===== src/rtl/peripheral_irq_defs.sv =====
// Shared definitions for the peripheral interrupt controller.
// Holds the register offsets, the claim/complete FSM state encoding, the
// width of the source-id field and a byte-lane mask helper.
package peripheral_irq_defs;

  localparam int unsigned ID_W = 4;

  localparam logic [11:0] OFF_ENABLE  = 12'h000;
  localparam logic [11:0] OFF_PENDING = 12'h004;
  localparam logic [11:0] OFF_EDGE    = 12'h008;
  localparam logic [11:0] OFF_CLAIM   = 12'h00C;
  localparam logic [11:0] OFF_FORCE   = 12'h010;

  typedef enum logic [1:0] {
    ST_IDLE    = 2'd0,
    ST_ASSERT  = 2'd1,
    ST_CLAIMED = 2'd2
  } irq_state_t;

  // Expands the 4 byte-lane strobes into a 32-bit bit mask.
  function automatic logic [31:0] lane_mask(input logic [3:0] bs);
    return {{8{bs[3]}}, {8{bs[2]}}, {8{bs[1]}}, {8{bs[0]}}};
  endfunction

endpackage


===== src/rtl/irq_priority_encoder.sv =====
// Combinational priority encoder for the interrupt controller.
// Ports:
//   active - masked pending vector, bit 0 has the highest priority
//   id     - index of the lowest set bit plus one, 0 when no bit is set
module irq_priority_encoder
  import peripheral_irq_defs::*;
#(
  parameter int unsigned IRQ_COUNT = 10
) (
  input  logic [IRQ_COUNT-1:0] active,
  output logic [ID_W-1:0]      id
);

  // Scan from the top down so the lowest set index is the last one written.
  always_comb begin
    id = '0;
    for (int unsigned i = IRQ_COUNT; i > 0; i--) begin
      if (active[i-1]) id = ID_W'(i);
    end
  end

endmodule


===== src/rtl/peripheral_irq_controller.sv =====
// Peripheral-bus interrupt controller.
// Latches IRQ_COUNT source lines into pending bits (edge or level per
// source), masks them with ENABLE and presents a single registered
// interrupt line to the CPU with a claim (CLAIM read) / complete (CLAIM
// write) handshake.
// Ports:
//   clk, rst                  - clock, asynchronous active-high reset
//   peripheralBus_*           - slave side of the shared peripheral bus
//   requestOutput             - this block owns the read-data mux
//   irq_sources               - source lines, synchronous to clk
//   irq_out                   - registered interrupt request to the CPU
//   irq_id                    - claimed id in CLAIMED, else winner id
module peripheral_irq_controller
  import peripheral_irq_defs::*;
#(
  parameter logic [7:0]  ID        = 8'h04,
  parameter int unsigned IRQ_COUNT = 10
) (
  input  logic                 clk,
  input  logic                 rst,
  input  logic                 peripheralBus_we,
  input  logic                 peripheralBus_oe,
  output logic                 peripheralBus_busy,
  input  logic [23:0]          peripheralBus_address,
  input  logic [3:0]           peripheralBus_byteSelect,
  input  logic [31:0]          peripheralBus_dataWrite,
  output logic [31:0]          peripheralBus_dataRead,
  output logic                 requestOutput,
  input  logic [IRQ_COUNT-1:0] irq_sources,
  output logic                 irq_out,
  output logic [ID_W-1:0]      irq_id
);

  logic                 sel, rd_en, wr_en;
  logic [11:0]          offset;
  logic [31:0]          lmask;
  logic [IRQ_COUNT-1:0] wmask, wbits;
  logic                 unused_bits;

  logic [IRQ_COUNT-1:0] enable_q, edge_q, pending_q, src_q, src_prev;
  logic [IRQ_COUNT-1:0] enable_d, edge_d, pending_d;
  logic [IRQ_COUNT-1:0] edge_set, edge_clr, claim_clr, active;
  logic                 wr_enable, wr_pending, wr_edge, wr_force;
  logic                 claim_take, complete;

  logic [ID_W-1:0]      winner_id, winner_q, claimed_id;
  irq_state_t           state_q, state_d;
  logic                 irq_out_q;
  logic [31:0]          rd_val;

  // Bus decode
  assign sel    = (peripheralBus_address[23:20] == 4'h0) &&
                  (peripheralBus_address[19:12] == ID);
  assign offset = peripheralBus_address[11:0];
  assign rd_en  = sel & peripheralBus_oe;
  assign wr_en  = sel & peripheralBus_we;

  assign requestOutput      = rd_en;
  assign peripheralBus_busy = 1'b0;

  assign lmask = lane_mask(peripheralBus_byteSelect);
  assign wmask = lmask[IRQ_COUNT-1:0];
  assign wbits = peripheralBus_dataWrite[IRQ_COUNT-1:0] & wmask;
  // Register bits above IRQ_COUNT do not exist, so those write bits are dropped.
  assign unused_bits = &{1'b0, lmask[31:IRQ_COUNT],
                         peripheralBus_dataWrite[31:IRQ_COUNT]};

  assign wr_enable  = wr_en && (offset == OFF_ENABLE);
  assign wr_pending = wr_en && (offset == OFF_PENDING);
  assign wr_edge    = wr_en && (offset == OFF_EDGE);
  assign wr_force   = wr_en && (offset == OFF_FORCE);

  // Prioritisation
  assign active = pending_q & enable_q;

  irq_priority_encoder #(
    .IRQ_COUNT(IRQ_COUNT)
  ) u_prio (
    .active(active),
    .id    (winner_id)
  );

  // A claim only succeeds while asserting with something to hand out.
  assign claim_take = rd_en && (offset == OFF_CLAIM) &&
                      (state_q == ST_ASSERT) && (active != '0);
  assign complete   = wr_en && (offset == OFF_CLAIM) &&
                      peripheralBus_byteSelect[0] &&
                      (state_q == ST_CLAIMED) &&
                      (peripheralBus_dataWrite[ID_W-1:0] == claimed_id);

  // Register next values
  always_comb begin
    enable_d = wr_enable ? ((enable_q & ~wmask) | wbits) : enable_q;
    edge_d   = wr_edge   ? ((edge_q   & ~wmask) | wbits) : edge_q;

    claim_clr = '0;
    if (claim_take) claim_clr = IRQ_COUNT'(1) << (winner_id - 1'b1);

    edge_set = (src_q & ~src_prev) | (wr_force ? wbits : '0);
    edge_clr = (wr_pending ? wbits : '0) | claim_clr;

    // Edge sources: set beats clear in the same cycle. Level sources track src_q.
    pending_d = (edge_q & ((pending_q & ~edge_clr) | edge_set)) |
                (~edge_q & src_q);
  end

  always_ff @(posedge clk or posedge rst) begin
    if (rst) begin
      enable_q   <= '0;
      edge_q     <= '0;
      pending_q  <= '0;
      src_q      <= '0;
      src_prev   <= '0;
      winner_q   <= '0;
      claimed_id <= '0;
      irq_out_q  <= 1'b0;
    end else begin
      enable_q   <= enable_d;
      edge_q     <= edge_d;
      pending_q  <= pending_d;
      src_q      <= irq_sources;
      src_prev   <= src_q;
      winner_q   <= winner_id;
      if (claim_take) claimed_id <= winner_id;
      irq_out_q  <= (state_q == ST_ASSERT);
    end
  end

  // FSM: state register
  always_ff @(posedge clk or posedge rst) begin
    if (rst) state_q <= ST_IDLE;
    else     state_q <= state_d;
  end

  // FSM: next state
  always_comb begin
    state_d = state_q;
    case (state_q)
      ST_IDLE:    if (active != '0) state_d = ST_ASSERT;
      ST_ASSERT: begin
        if (claim_take)         state_d = ST_CLAIMED;
        else if (active == '0)  state_d = ST_IDLE;
      end
      ST_CLAIMED: if (complete) state_d = ST_IDLE;
      default:    state_d = ST_IDLE;
    endcase
  end

  // FSM: outputs
  always_comb begin
    irq_out = irq_out_q;
    irq_id  = (state_q == ST_CLAIMED) ? claimed_id : winner_q;
  end

  // Read data reflects pre-edge state, so a read alongside a write
  // returns the old value.
  always_comb begin
    rd_val = '0;
    case (offset)
      OFF_ENABLE:  rd_val = 32'(enable_q);
      OFF_PENDING: rd_val = 32'(pending_q);
      OFF_EDGE:    rd_val = 32'(edge_q);
      OFF_CLAIM:   rd_val = claim_take ? 32'(winner_id) : '0;
      default:     rd_val = '0;
    endcase
    peripheralBus_dataRead = rd_en ? rd_val : '0;
  end

endmodule


===== config.mk =====
export PLATFORM = sky130hd
export DESIGN_NAME = peripheral_irq_controller
export DESIGN_NICKNAME = d
export VERILOG_FILES = /design/src/rtl/peripheral_irq_defs.sv /design/src/rtl/irq_priority_encoder.sv /design/src/rtl/peripheral_irq_controller.sv
export SDC_FILE = /design/constraint.sdc
export NUM_CORES = 1
export LEC_CHECK = 0
export CAP_MARGIN = 30
export CORE_MARGIN = 3
export CORE_UTILIZATION = 49
export DETAILED_ROUTE_END_ITERATION = 8
export PLACE_DENSITY = 0.95
export SYNTH_ARGS = -nofsm -noshare
export SYNTH_HDL_FRONTEND = slang
export SYNTH_SLANG_ARGS = --single-unit
export TNS_END_PERCENT = 1

===== constraint.sdc =====
create_clock -name clk -period 7.47 [get_ports clk]
set_input_delay 1.494 -clock clk [delete_from_list [all_inputs] [get_ports clk]]
set_output_delay 1.494 -clock clk [all_outputs]
set_load 0.1 [all_outputs]

==> implementation parameters <==
Parameter                              Value

Floorplan
  Die span in y    87.47 um
  Die area    7650 um2
  Number of cell rows    29
  Top-Level Pins    113
  Placeable core region    6386 um2
  Die X    87.47 um
  Initial standard-cell utilization of the core    50.92%

Synthesis
  Flop and latch count out of synthesis    61
  Synthesized area divided by synthesized cell count    10.23 um2
  Async set or reset register ratio after synthesis    100.0%
  Synthesized-area fraction occupied by adder cells    0%
  Unique masters post-synth    53
  Synthesized-area fraction occupied by xor and xnor cells    1.077%
  Most instantiated cells after synthesis    61 x dfrtp_1, 28 x nand2_1, 24 x nor2_1
  Area fraction in compound gates after synthesis    15.08%
  Dominant cells by area after synthesis    dfrtp_1 47%, mux2_2 7.6%, buf_4 5.3%
  Total number of yosys warnings    0
  Leading register cell type out of synthesis    dfrtp_1
  Count of mapped cells out of synthesis    318
  Share of synthesized area spent on multiplexers    11.39%
  Number of synthesized flops with an enable pin    0
  Share of the synthesized area in the top cell type    46.94%
  Most repeated cell in the gate-level netlist after synthesis    dfrtp_1
  Simple logic cell fraction of the synthesized area    17.93%
  Dominant combinational cell family by area after synthesis    simple AND/OR/NAND/NOR gates
  Cell type contributing the most total cell area after synthesis    dfrtp_1
  Area of the mapped netlist    3252 um2
  Proportion of synthesized chip area in sequential cells    46.94%

Place
  Detailed placement HPWL    5876 um
  Placed Cells incl. Taps    453
  Routability congestion estimate    0.9361
  Count of buffers inserted at the top-level ports    65
  Post-placement cell area    3866 um2

Setup path
  Kind of capture point of the worst setup path    output port
  Buffers & Inverters on Critical Path    3
  Cell family contributing the most delay on the critical path    buffers and inverters
  Worst-path fanout max    14
  Crit path from    peripheralBus_address[3]
  Worst Path Class, Setup    input pin to output port
  Worst path most repeated cell    buf_4
  Slowest-stage cell, CP    clkdlybuf4s50_1
  Critical path launch point type    input pin
  Worst reg-to-reg setup slack    5060 ps
  Required @ worst endpoint    5980 ps
  Data arrival, critical path    4390 ps
  Crit path cell chain    clkdlybuf4s50_1 -> buf_4 -> nand4b_1 -> or4_1 -> a211o_1 -> a21oi_1 -> buf_4
  Critical path's largest stage delay    810 ps
  FF-to-FF Start    pending_q[5]

Route
  Number of remaining DRC errors    0
  Remaining number of nets flagged by the antenna check after routing    0
  Detail-routed via count per cell    5.996
  Pre-Repair DR Iteration Count    7
  Per-cell routed wire length    17.41 um
  Number of DRC markers in iteration 0    384
  Vias after detailed routing    2812
  Final Routed Wirelength    8163 um

GRT
  Via count of the first global-routing pass    2667
  Largest net degree at the start of global routing    62
  Global Route Usage Sum    22.59%
  Remaining global-route overflow    0
  Global-route wire length before repair    13200 um
  Number of antenna violations at the first check in global routing    0

Power
  Leak Pwr    1.774 nW
  IR Drop Worst-Case VDD    0.0001808 V
  Power density relative to cell area    185.5 nW/um2

Timing
  Transition time at the pin with the least slew margin    1082 ps
  Number of hold violations in the final report    0
  Normalized max-slew margin    27.30%
  Setup violation total in the final timing report    0
  Setup clock skew after layout    5.379 ps
  Fin. max-slew vios    0
  Setup repair after global routing missed its margin    false
  Fmax    0.1699 GHz
  Sum of negative setup slack    0 ps
  Tcrit/Tclk final    78.79%
  Minimum period implied by the final worst setup slack    5886 ps

Clocking
  Maximum root-to-sink buffer count    2
  CTS H-tree lvls    3
  CTS tree    yes
  Post-CTS Setup Repair Bufs    0
  Worst-path clk slew    70 ps
  Hold buffer count at cts    0
  Skew-Pair Late Insertion Delay    340 ps
  Number of buffers inserted during clock tree synthesis    9
  Cts repair resizes    0
  Sinks on the clock net    61
  Root buf cell    clkbuf_8

Run status
  Run status    finished clean

Layout
  Final Cell Area    4069 um2
  Layout Area Growth over Synthesis    25.12%
  Number of antenna diodes    0
  Final core occ    63.71%
  Nets@finish    461
  Cell Count, Final, Fillers Out    469
  Share of final-layout standard cells stronger than drive strength 1    15.56%

Job
  Number of max-cap violations    0

Hold path
  Worst hold path startpoint    src_q[7]
  Worst min path class    register to register
[power breakdown]
| part | internal, mW | switching (mW) |
|---|---|---|
| Combinational | 0.0319 | 0.0768 |
| Clock | 0.173 | 0.127 |
| Sequential | 0.339 | 0.00763 |
| Total | 0.544 | 0.211 |
[final cells by class]
| class | count | area (um2) |
|---|---|---|
| clock inverters | 3 | 43.79 |
| inverters | 10 | 37.54 |
| clock buffers | 13 | 158.9 |
| flip-flops and latches | 61 | 1526 |
| multi-input cells | 238 | 1565 |
| repair buffers | 67 | 640.6 |
| fillers | 492 | 2317 |
| well taps | 77 | 96.34 |
[stage by stage]
stage / total power, mW / hold WS [ps] / setup WS (ps)
2_1_floorplan: 0.4318 / 354.3 / 1635
3_3_place_gp: 0.4581 / 363.8 / 1684
3_5_place_dp: 0.4610 / 367.8 / 1669
4_1_cts: 0.7581 / 385.0 / 1637
5_1_grt: 0.7795 / 392.8 / 1529
6_report: 0.7548 / 381.8 / 1584
[cells in the final DEF, fill, tap and decap left out, drive strengths merged, types with 4 or more instances in the layout]
cell type	count
dfrtp	61
clkdlybuf4s50	55
nand2	28
nor2	25
mux2	24
conb	23
o21ai	23
a21oi	14
nor3	14
clkbuf	13
buf	12
mux2i	10
inv	10
a32oi	9
a21o	9
nor4	9
nand3	5
nand4	4
[kinds of logic after synthesis]
kind of cell / Yosys count
simple gates: 104
compound gates: 73
flops: 61
buf+inv: 41
mux: 34
xor+xnor: 4
other cells: 1
[worst paths after layout]
kind	cells after the start	to
min in group asynchronous	3	src_q[8]
hold reg to reg	0	src_prev[7]
setup reg to reg	5	pending_q[2]
hold / removal	0	src_prev[7]
max in group asynchronous	3	state_q[0]
setup / recovery	7	peripheralBus_dataRead[2]
[metal layers]
metal	vias up	GRT usage, %	wire length [um]
met1	1343	29.24	3168
met2	189	36.16	4012
met4	0	9.902	156
li1	1259	-	-
met5	-	0	0
met3	21	5.203	826
[worst register-to-register path, delay by kind of cell (launching register included)]
family | cells | cell delay (ps)
AOI/OAI and AO/OA | 2 | 320
DFF | 1 | 410
and+or+nand+nor | 3 | 1540
(Power assumes the default switching activity.)
==> RTL change 1, RTL diff (config.mk and constraints unchanged) <==
The 3 states of `irq_state_t` get a one-hot encoding in 3 bits.
--- a/src/rtl/peripheral_irq_defs.sv
+++ b/src/rtl/peripheral_irq_defs.sv
@@ -13,6 +13,6 @@
 
-  typedef enum logic [1:0] {
-    ST_IDLE    = 2'd0,
-    ST_ASSERT  = 2'd1,
-    ST_CLAIMED = 2'd2
+  typedef enum logic [2:0] {
+    ST_IDLE    = 3'b001,
+    ST_ASSERT  = 3'b010,
+    ST_CLAIMED = 3'b100
   } irq_state_t;
Check against the original RTL: no difference found for any inputs over 4 cycles, from zero or initial values and one cycle with rst high; so few cycles prove little.
==> RTL change 1 against the original RTL <==
  * Fmax increased by 3.5%
  * Setup slack gained 200 ps
  * Sequential cell count up 1
  * Hold slack improved by 2.2 ps
  * Total power increased by 4.2%
  * Synthesized area increased by 5.3%
  * Wire length increased by 7.4%
  * Sequential power grew 2%
  * Final area rose by 5.4%
  * First-iteration DRC count is 46% lower
  * Critical endpoint is now peripheralBus_dataRead[1]
  * Largest cell class unchanged
==> RTL change 1: results (changes against the original RTL) <==
[outcome]
status = completed

[synth]
synth.distinct_cells = 59  ; +11%
ys_top_cells_by_area = dfrtp_1 (45%), mux2_2 (7.9%), buf_4 (5.0%)
synth_commonest_cells = dfrtp_1 (61), nand2_1 (35), mux2_2 (24)
syn_area_per_cell_sq_um = 10.3  ; +0.91%
synthFlopType = dfrtp_1
yosysSeqAreaShare = 0.453  ; -0.0162

[drt]
top_layer = met4
drt-initial-drc-count = 207  ; -46%
wl_met3_um = 640  ; -23%
met1_length_mm = 3.59  ; +13%
drt_pass1_iterations = 6  ; -1
avgRoutedWirePerCell_um = 17.5  ; +0.52%
wirelength_mm = 8.77  ; +7.4%
via_per_inst = 5.75  ; -4.1%
dr_wl_met2_mm = 4.24  ; +5.7%

[worst_setup_path]
reg2reg_slack_ps = 5260  ; +200 ps
cp-endpoint = peripheralBus_dataRead[1]
cp.arrival_ps = 4190  ; -200 ps
rr_endpoint = pending_q[4]
timing.rr.start = pending_q[0]
slowest_delay_ps = 1090  ; +280 ps
r2r_cells = 5  ; unchanged
worstPathMaxFanout = 17  ; +3

[finish]
fin_nets = 477  ; +3.5%
drive_gt1_frac = 0.196  ; +0.0405

[global_route]
grt_pass1_wl_mm = 14.2  ; +7.3%
grt_usage = 0.236  ; +0.0103
grt_max_degree = 63  ; +1.6%
grt_pass1_vias = 2936  ; +10%

[place]
preCtsSetupSlack_ps = 1810  ; +138 ps
dpl-instance-area_sq_um = 4070  ; +5.3%
post-dp-hpwl_mm = 6.48  ; +10%
dp_cells = 485  ; +7.1%
place_congestion = 0.888  ; -5.1%

[worst_hold_path]
min-delay-start = src_q[1]

[sta]
fmaxAchievable_mhz = 176  ; +3.5%
relSlewSlack = 0.348  ; +0.0752
clock_skew_ps = 9.09  ; +3.71 ps

[power]
ir_drop_mv = 0.125  ; -31%

-- RTL change 1: cell types whose count changed after synthesis, sizes merged, moves of 4 or more --
cell   delta
nand2     +9
a32oi     -8
a21oi     +6
and4      +5
nor3      -5
nor2      -4
nor3b     +4
-- RTL change 1: worst min-delay path by stage --
stage	end	slack, ps
final	src_prev[1]	380
after global routing	src_prev[1]	400
after CTS	src_prev[1]	390
after detailed placement	src_prev[1]	370
after global placement	src_prev[1]	360
after floorplan	src_prev[1]	350
-- RTL change 1: kinds of logic (layout without fill, tap and decap cells) --
| family | after synthesis | count (layout) | share of synthesized area |
|---|---|---|---|
| other | 1 | 23 | 0.00109 |
| DFF | 62 | 62 | 0.453 |
| AOI/OAI and AO/OA | 74 | 74 | 0.139 |
| muxes | 34 | 34 | 0.108 |
| buffers and inverters | 40 | 94 | 0.0698 |
| xor gates and xnor gates | 4 | 4 | 0.0102 |
| and+or+nand+nor | 117 | 117 | 0.218 |
-- RTL change 1: final cells by class --
type                            instances  area, sq um  share of cell area
Multi-Input combinational cell        252         1720               0.400
Sequential cell                        62         1550               0.362
Timing Repair Buffer                   68          648               0.151
Clock buffer                           12          145              0.0339
Tap cell                               93          116              0.0271
Clock inverter                          4         70.1              0.0163
Inverter                               10         37.5             0.00876
-- RTL change 1: per-layer routing --
layer	global-route usage	up-vias
met4	0.130	0
li1	-	1316
met1	0.291	1398
met3	0.0484	28
met2	0.388	140
met5	0	-
-- RTL change 1: stage by stage --
step / hold slack (ps) / util
finish: 384 / 0.653
global route: 403 / 0.653
CTS: 388 / 0.653
detailed placement: 372 / 0.620
global placement: 364 / 0.619
floorplan: 354 / -
-- RTL change 1: where the power goes --
group          total (mW)  internal, mW  switching (mW)
Combinational       0.111        0.0333          0.0781
Clock               0.322         0.196           0.126
Sequential          0.353         0.345         0.00823
==> RTL change 2, RTL diff (same flow settings) <==
Without the edit above. `IRQ_COUNT` is set to 10 in 2 places; all go to 9.
--- a/src/rtl/irq_priority_encoder.sv
+++ b/src/rtl/irq_priority_encoder.sv
@@ -7,3 +7,3 @@
 #(
-  parameter int unsigned IRQ_COUNT = 10
+  parameter int unsigned IRQ_COUNT = 9
 ) (
--- a/src/rtl/peripheral_irq_controller.sv
+++ b/src/rtl/peripheral_irq_controller.sv
@@ -16,3 +16,3 @@
   parameter logic [7:0]  ID        = 8'h04,
-  parameter int unsigned IRQ_COUNT = 10
+  parameter int unsigned IRQ_COUNT = 9
 ) (
Interface: changed (resized irq_sources); port bits go from 113 to 112. No check against the original RTL was run, so the function may have changed too.
==> RTL change 2 against the original RTL <==
  * Sequential power shrank 8.4%
  * Core utilization shrank 1.4 points
  * Total power shrank 19%
  * Wire length shrank 9.0%
  * Critical path depth is the same
  * Die area shrank 5.8%
  * Synthesized cell count shrank 2.8%
  * Synthesized area shrank 6.3%
  * Critical endpoint is now peripheralBus_dataRead[0]
  * Sequential cell count shrank 5
  * Setup slack gained 89 ps
  * Largest power group unchanged
  * Final area shrank 8.7%
  * Largest cell class unchanged
==> RTL change 2: results (changes against the original RTL) <==
[clock_tree]
htreeDepth = 2  ; -1
clk_latency_ps = 310  ; -30 ps
ctsResizeCount = 0  ; unchanged
root_buffer = clkbuf_8
numCtsBuffers = 5  ; -4
post_cts_buffers = 0  ; unchanged
cts_max_path_buffers = 2  ; unchanged
path_clk_slew_ps = 90  ; +20 ps

[worst_hold_path]
hold_path_class = reg2reg
min-delay-start = src_q[4]
whs_endpoint = src_prev[4]
min_path_cells = 0  ; unchanged

[global_route]
grt_pass1_wl_mm = 12.2  ; -7.4%
grt_pass1_vias = 2535  ; -4.9%
grt_max_degree = 57  ; -8.1%
grt_usage = 0.212  ; -0.0135
antenna_found_initial = 0  ; unchanged

[synth]
synth_fa_ha_area_frac = 0  ; unchanged
ys_top_cells_by_area = dfrtp_1 (46%), mux2_2 (7.0%), buf_4 (5.9%)
synth_compound_area_frac = 0.142  ; -0.00838
synth_xor_area_frac = 0.0115  ; +0.000721
syn_area_per_cell_sq_um = 9.86  ; -3.5%
async_reset_ff_frac = 1.00  ; unchanged
yosysSeqAreaShare = 0.460  ; -0.00964
yosys_warnings = 0  ; unchanged
synth.distinct_cells = 51  ; -3.8%
muxShareOfSynthArea = 0.0998  ; -0.0141
synth_commonest_cells = dfrtp_1 (56), nand2_1 (31), buf_4 (24)

[place]
port_buffers = 62  ; -4.6%
place_congestion = 0.963  ; +2.9%
post-dp-hpwl_mm = 5.61  ; -4.5%
preCtsSetupSlack_ps = 1760  ; +90.7 ps

[worst_setup_path]
reg2reg_slack_ps = 5440  ; +380 ps
timing.rr.start = state_q[1]
rr_endpoint = pending_q[4]
worstPathMaxFanout = 16  ; +2
cp.arrival_ps = 4300  ; -90 ps
r2r_cells = 5  ; unchanged

[flow_run]
maxCapViolations = 0  ; unchanged

[finish]
antenna_cells = 0  ; unchanged
drive_gt1_frac = 0.125  ; -0.0303
layoutNonFillerInstCount = 442  ; -5.8%
fillers = 497  ; +1.0%

[power]
ir_drop_mv = 0.0979  ; -46%
power.leakage_nw = 1.57  ; -11%
internal_power_mw = 0.439  ; -19%

[sta]
clock_skew_ps = 3.16  ; -2.22 ps
relSlewSlack = 0.344  ; +0.0709

[drt]
drt-initial-drc-count = 326  ; -15%
via_per_inst = 6.02  ; +0.37%
wirelength_mm = 7.43  ; -9.0%
drt_pass1_iterations = 7  ; unchanged

[outcome]
status = completed

## RTL change 2: cell families after synthesis
| logic type | Yosys count |
|---|---|
| buffers and inverters | 41 |
| XOR/XNOR | 4 |
| AO/OA/AOI/OAI | 67 |
| flip-flops | 56 |
| multiplexers | 28 |
| other | 1 |
| AND/OR/NAND/NOR | 112 |
## RTL change 2: worst max path at each step
stage / start / to / slack (ps) / cells past startpoint
2_1_floorplan: peripheralBus_address[17] / peripheralBus_dataRead[3] / 1390 / 5
3_3_place_gp: peripheralBus_address[2] / peripheralBus_dataRead[0] / 1780 / 7
3_5_place_dp: peripheralBus_address[2] / peripheralBus_dataRead[0] / 1760 / 7
4_1_cts: peripheralBus_address[2] / peripheralBus_dataRead[0] / 1750 / 7
5_1_grt: peripheralBus_address[20] / peripheralBus_dataRead[0] / 1430 / 7
6_report: peripheralBus_address[2] / peripheralBus_dataRead[0] / 1670 / 7
## RTL change 2: per-stage QoR
step / util / hold WS [ps] / instance area [sq um]
final: 0.624 / 378 / 3710
after global routing: 0.624 / 392 / 3710
after CTS: 0.624 / 383 / 3710
after detailed placement: 0.607 / 365 / 3610
after global placement: 0.607 / 355 / 3610
after floorplan: - / 348 / 3130
## RTL change 2: power by group through the flow
stage	combinational (mW)	clock, mW	sequential [mW]
3_5_place_dp	0.109	0	0.323
5_1_grt	0.116	0.200	0.319
2_1_floorplan	0.0850	0	0.321
6_report	0.109	0.187	0.318
3_3_place_gp	0.107	0	0.323
4_1_cts	0.109	0.189	0.317
## RTL change 2: metal layers
metal | track usage | up-vias | part of all wire
met5 | 0 | - | 0
met4 | 0.0906 | 0 | 0.030
met3 | 0.0505 | 20 | 0.090
met2 | 0.337 | 158 | 0.48
met1 | 0.280 | 1280 | 0.40
li1 | - | 1202 | -
## RTL change 2: area by class of cell
class	instances	share of cell area
clock buffers	5	0.0185
clock inverters	1	0.00809
inverters	7	0.00708
multi-input cells	235	0.401
flip-flops and latches	56	0.377
well taps	75	0.0253
repair buffers	63	0.163
## RTL change 2: critical path, stage by stage
cell and delay, ps:
clkdlybuf4s50_1 1010, nand4b_1 260, or4_4 500, nor3_4 240
o21ai_0 220, a21oi_1 230, buf_4 330
